### src/rtl/sat_counter.sv
// sat_counter: enable-increment counter that sticks at all-ones, async active-high clear
module sat_counter #(parameter int W = 8) (
    input  logic         clk,
    input  logic         rst,
    input  logic         inc_i,
    output logic [W-1:0] count_o
);
    logic [W-1:0] count_q;
    always_ff @(posedge clk or posedge rst)
        if (rst) count_q <= '0;
        else if (inc_i && count_q != '1) count_q <= count_q + W'(1);
    assign count_o = count_q;
endmodule

### config.mk
export PLATFORM = sky130hd
export DESIGN_NAME = sat_counter
export DESIGN_NICKNAME = d
export VERILOG_FILES = /design/src/rtl/sat_counter.sv
export SDC_FILE = /design/constraint.sdc
export NUM_CORES = 1
export LEC_CHECK = 0
export CORE_MARGIN = 3
export CORE_UTILIZATION = 25
export CTS_BUF_LIST = sky130_fd_sc_hd__clkbuf_4
export DETAILED_ROUTE_END_ITERATION = 12
export GPL_TIMING_DRIVEN = 0
export HOLD_SLACK_MARGIN = 0.12
export PLACE_DENSITY = 0.49
export SETUP_SLACK_MARGIN = 0.15
export SLEW_MARGIN = 20
export SYNTH_ARGS = -nofsm -noshare
export SYNTH_HDL_FRONTEND = slang
export SYNTH_SLANG_ARGS = --single-unit
### constraint.sdc
create_clock -name clk -period 1.5 [get_ports clk]
set_input_delay 0.3 -clock clk [delete_from_list [all_inputs] [get_ports clk]]
set_output_delay 0.3 -clock clk [all_outputs]
set_load 0.01 [all_outputs]
# Word level (Yosys, flattened, before mapping)
# Index checks and enable logic that the tools add are counted.
# op_classes
add_sub_neg	1
n_eq_ne	1
reduce_logical	1
# op_table
operator	n
$add 8x1->8 const B	1
$ne 8x8->1 const B	1
$logic_and 1x1->1	1
# totals
ff_bits	8
out_inout_bits	8
elab_cells	4

# Depth between registers and ports, before layout
# logic_depth
ltp_word	2
ltp_mapped	4

# Least setup slack after synthesis
# OpenSTA, ideal clock, no wires.
# synth_path
path_type	register to register
start	reg count_q[0], in the netlist count_o[0]
end	reg count_q[1], in the netlist count_o[1]
setup_time_ps	128
t_arrival_ps	1373
slack_ps	0
stages_incl_launch_ff	5
period_less_slack_ps	1500
cell_sequence	dfrtp_1 ha_1 nand4_4 o21ai_2 mux2_1
# synth_between
elab_chain_cells	2
elab_cells_between_ends	3
classes_between	add/sub (1); eq/ne (1); reduce/logical (1)
# synth_lines
element	line	source
from (decl)	8	logic [W-1:0] count_q;
from (signal assigned)	11	else if (inc_i && count_q != '1) count_q <= count_q + W'(1);
branches (longest 2 deep; another with $add 8x1->8)	--	
# Parallel ways; which one is timed is not known.
# A chain may end at the register's enable or synchronous reset.

# Final worst setup path
# Ends and elaborated chain as after synthesis.

==> results by group <==
Critical path
  • Reg2reg end: count_o[1]
  • Critical Path Start Type: flop
  • R2r setup slk: 0.15 ns
  • Crit-path cells: buf_6, ha_4, nand4_4, o21ai_2, mux2_4
  • Slowest-stage cell, CP: dfrtp_2
  • CP Class: flop to flop
  • Worst R2R Path Depth: 5
  • Worst setup EP type: flop
  • Max FO, Critical Path: 7
  • Reg2Reg Launch Point: count_o[0]
  • Crit path required time: approximately 1.7 ns
  • Slowest Stage Delay on Critical Path: 0.36 ns
  • Arrival time at the worst endpoint: 1.50 ns

Job
  • Max capacitance violation total: 0

Logic synthesis
  • Yosys warning total: 0
  • Synthesized flop and latch total: 8
  • Mux contribution to synthesized area: 0.107
  • Syn_nets: 42
  • Synth Area in Simple Gates: 0.209
  • Yosys top cell by area: dfrtp_1
  • Largest family of logic cells by synthesized area: simple AND/OR/NAND/NOR gates
  • Synth cell types: 19
  • Post-synthesis compound-gate area fraction: 0.146
  • Mapped Area: about 420 um^2
  • Sequential area share after synthesis: 0.478
  • Adder-Cell Fraction of Synth Area: 0.0299
  • Post-Synth XOR/XNOR Area: 0.0209
  • Ranking of synthesized cells by area: dfrtp_1, mux2_1, nand4_4
  • Syn avg cell area: ~11 um^2
  • Synthesized instance count: 38
  • Share of Yosys cell area claimed by the top area cell type: 0.478

Clock network
  • CTS tree: built
  • Clock root cell: clkbuf_4
  • Clock tree buffer depth: 2
  • H-tree depth: 1
  • Clock Sink Count: 8
  • Worst-path clk slew: approximately 0.07 ns
  • Worst-Skew Late Latency: around 0.26 ns
  • CTS Buf Count: 3

Final layout
  • Layout Cells excl Fill: ~80
  • Largest register FFs: 8
  • Area of the multi-input gates: approximately 240 um^2
  • Layout cells sized above 1: 0.419
  • Fillcell total: 152
  • Layout area overhead: 60.6%
  • N_diodes: 0
  • Seq. cell area: 206 um^2
  • Fin nets: between 60 and 70

Die
  • Die area: around 0.0022 mm^2
  • FP Rows: 14
  • DIE HEIGHT: approximately 47 um
  • Die Wd: between 40 and 50 um
  • Io pins: 11
  • Core area: about 0.0015 mm^2
  • Starting Density: 0.272

Run status
  • Status: finished, final reports clean

Detailed routing
  • Via count: 401
  • 1st-iter DRT viols: 11
  • DRC Markers: 0
  • DR vias/cell: a little over 5
  • Drt total wl: approximately 1100 um
  • Antenna-violating nets left: 0
  • Drt pass-1 iters: 4
  • Routed WL per cell: between 10 and 15 um

STA
  • Hold Worst Slack: between 0.2 and 0.3 ns
  • Fmax: about 0.74 GHz
  • Worst slew pin tran: approximately 0.33 ns
  • Max-slew violation count: 0
  • TNS Setup: 0 ns
  • Clock skew: around 0.0027 ns
  • Tcrit/Tclk final: 0.900
  • Final setup fails: 0
  • Crit path time final: 1.35 ns
  • Final Hold Viols: 0
  • Unrepaired setup endpoints after global routing: yes
  • Slew headroom: 0.782

Place
  • IO Port Bufs: 10
  • Routability Congestion: 0.698
  • Dpl cells: 64
  • DPL Wire Length: between 600 and 700 um

Pwr
  • Total Power: 0.00137 W
  • Cell Pwr Density: roughly 2000 mW/mm^2
  • Peak VDD IR: 0.000681 V
  • Pleak: 0.298 nW

GRT
  • Top Usage Layer GRT: met2
  • Met1 usage: 0.128
  • GRT Util Overall: 0.112
  • GR Util met2: 0.190
  • Number of global-route vias before repair: 370
  • First-pass GRT wire length: between 1500 and 2000 um
  • Initial antenna violation count: 0
  • Largest net degree at the start of global routing: 9
  • Global Route met3 Usage: 0.0230
  • GRT overflow: 0

Min path
  • Class of the worst hold path: primary input to asynchronous set/reset pin
critical path, delay by kind of cell, from the launching register on:
kind,cells,cell delay (ns)
buffers and inverters,1,0.10
adder cells (fa/ha/maj),1,0.14
AND/OR/NAND/NOR,1,0.12
flip-flops,1,0.36
multiplexers,1,0.31
AO/OA/AOI/OAI,1,0.19
worst max-delay path by stage:
stage | start | end | slack (ns) | cells after the start
final | count_o[0] | count_o[1] | 0.15 | 5
after global routing | count_o[0] | count_o[1] | 0.12 | 5
after CTS | count_o[2] | count_o[2] | 0.04 | 1
after detailed placement | inc_i | count_o[7] | -0.27 | 4
after global placement | inc_i | count_o[7] | -0.25 | 4
after floorplan | count_o[0] | count_o[1] | 0.15 | 4
cells in the final DEF, fill, tap and decap left out, drive strengths merged:
cell type and instances:
buf 10, ha 1, o21bai 2, nor2 2
nand2 4, o2111a 1, dlygate4sd2 8, a21boi 1
o31a 1, nand3 3, nand4 4, inv 1
o21ai 2, mux2 4, clkbuf 4, dlymetal6s2s 1
xnor2 1, clkdlybuf4s50 1, a21oi 1, nor3 2
dfrtp 8
metal layers:
metal | part of all wire | vias to the layer above
met5 | 0 | -
met3 | 0.043 | 2
met4 | 0.0036 | 0
met2 | 0.53 | 8
li1 | - | 193
met1 | 0.42 | 198
what timing repair did:
item,CTS,global route
pin swaps,2,2
gates resized for setup,14,2
setup buffers,9,1
hold buffers,0,0
setup endpoints to repair,10,3
final cells by class:
type / count / share of cell area
clock buffer: 4 / 0.0446
sequential: 8 / 0.307
inverter: 1 / 0.00558
timing repair buffer: 20 / 0.255
multi-input combinational: 29 / 0.359
tap: 16 / 0.0297
cells in the mapped netlist (all sizes together):
master  instances
dfrtp           8
mux2            4
nand2           4
nand4           4
nand3           3
nor2            2
nor3            2
o21ai           2
o21bai          2
a21boi          1
a21oi           1
ha              1
inv             1
o2111a          1
o31a            1
xnor2           1
power breakdown:
| group | switching [W] | leakage [nW] | internal, W |
|---|---|---|---|
| Combinational | 0.000344 | 0.186 | 0.000409 |
| Sequential | 0.0000783 | 0.0936 | 0.000324 |
| Clock | 0.0000912 | 0.0184 | 0.000121 |
kinds of logic after synthesis:
logic type / after synthesis
buffers and inverters: 1
and+or+nand+nor: 15
muxes: 4
DFF: 8
adders and majority gates: 1
xor gates and xnor gates: 1
AOI/OAI and AO/OA: 8
per-stage QoR:
step | utilization | area, um^2 | worst slack (ns)
6_report | 0.437 | 673 | 0.150
5_1_grt | 0.437 | 673 | 0.117
4_1_cts | 0.427 | 658 | 0.0376
3_5_place_dp | 0.360 | 554 | -0.273
3_3_place_gp | 0.360 | 554 | -0.247
2_1_floorplan | - | 434 | 0.150
No activity file was read; power rests on OpenSTA's default activity.
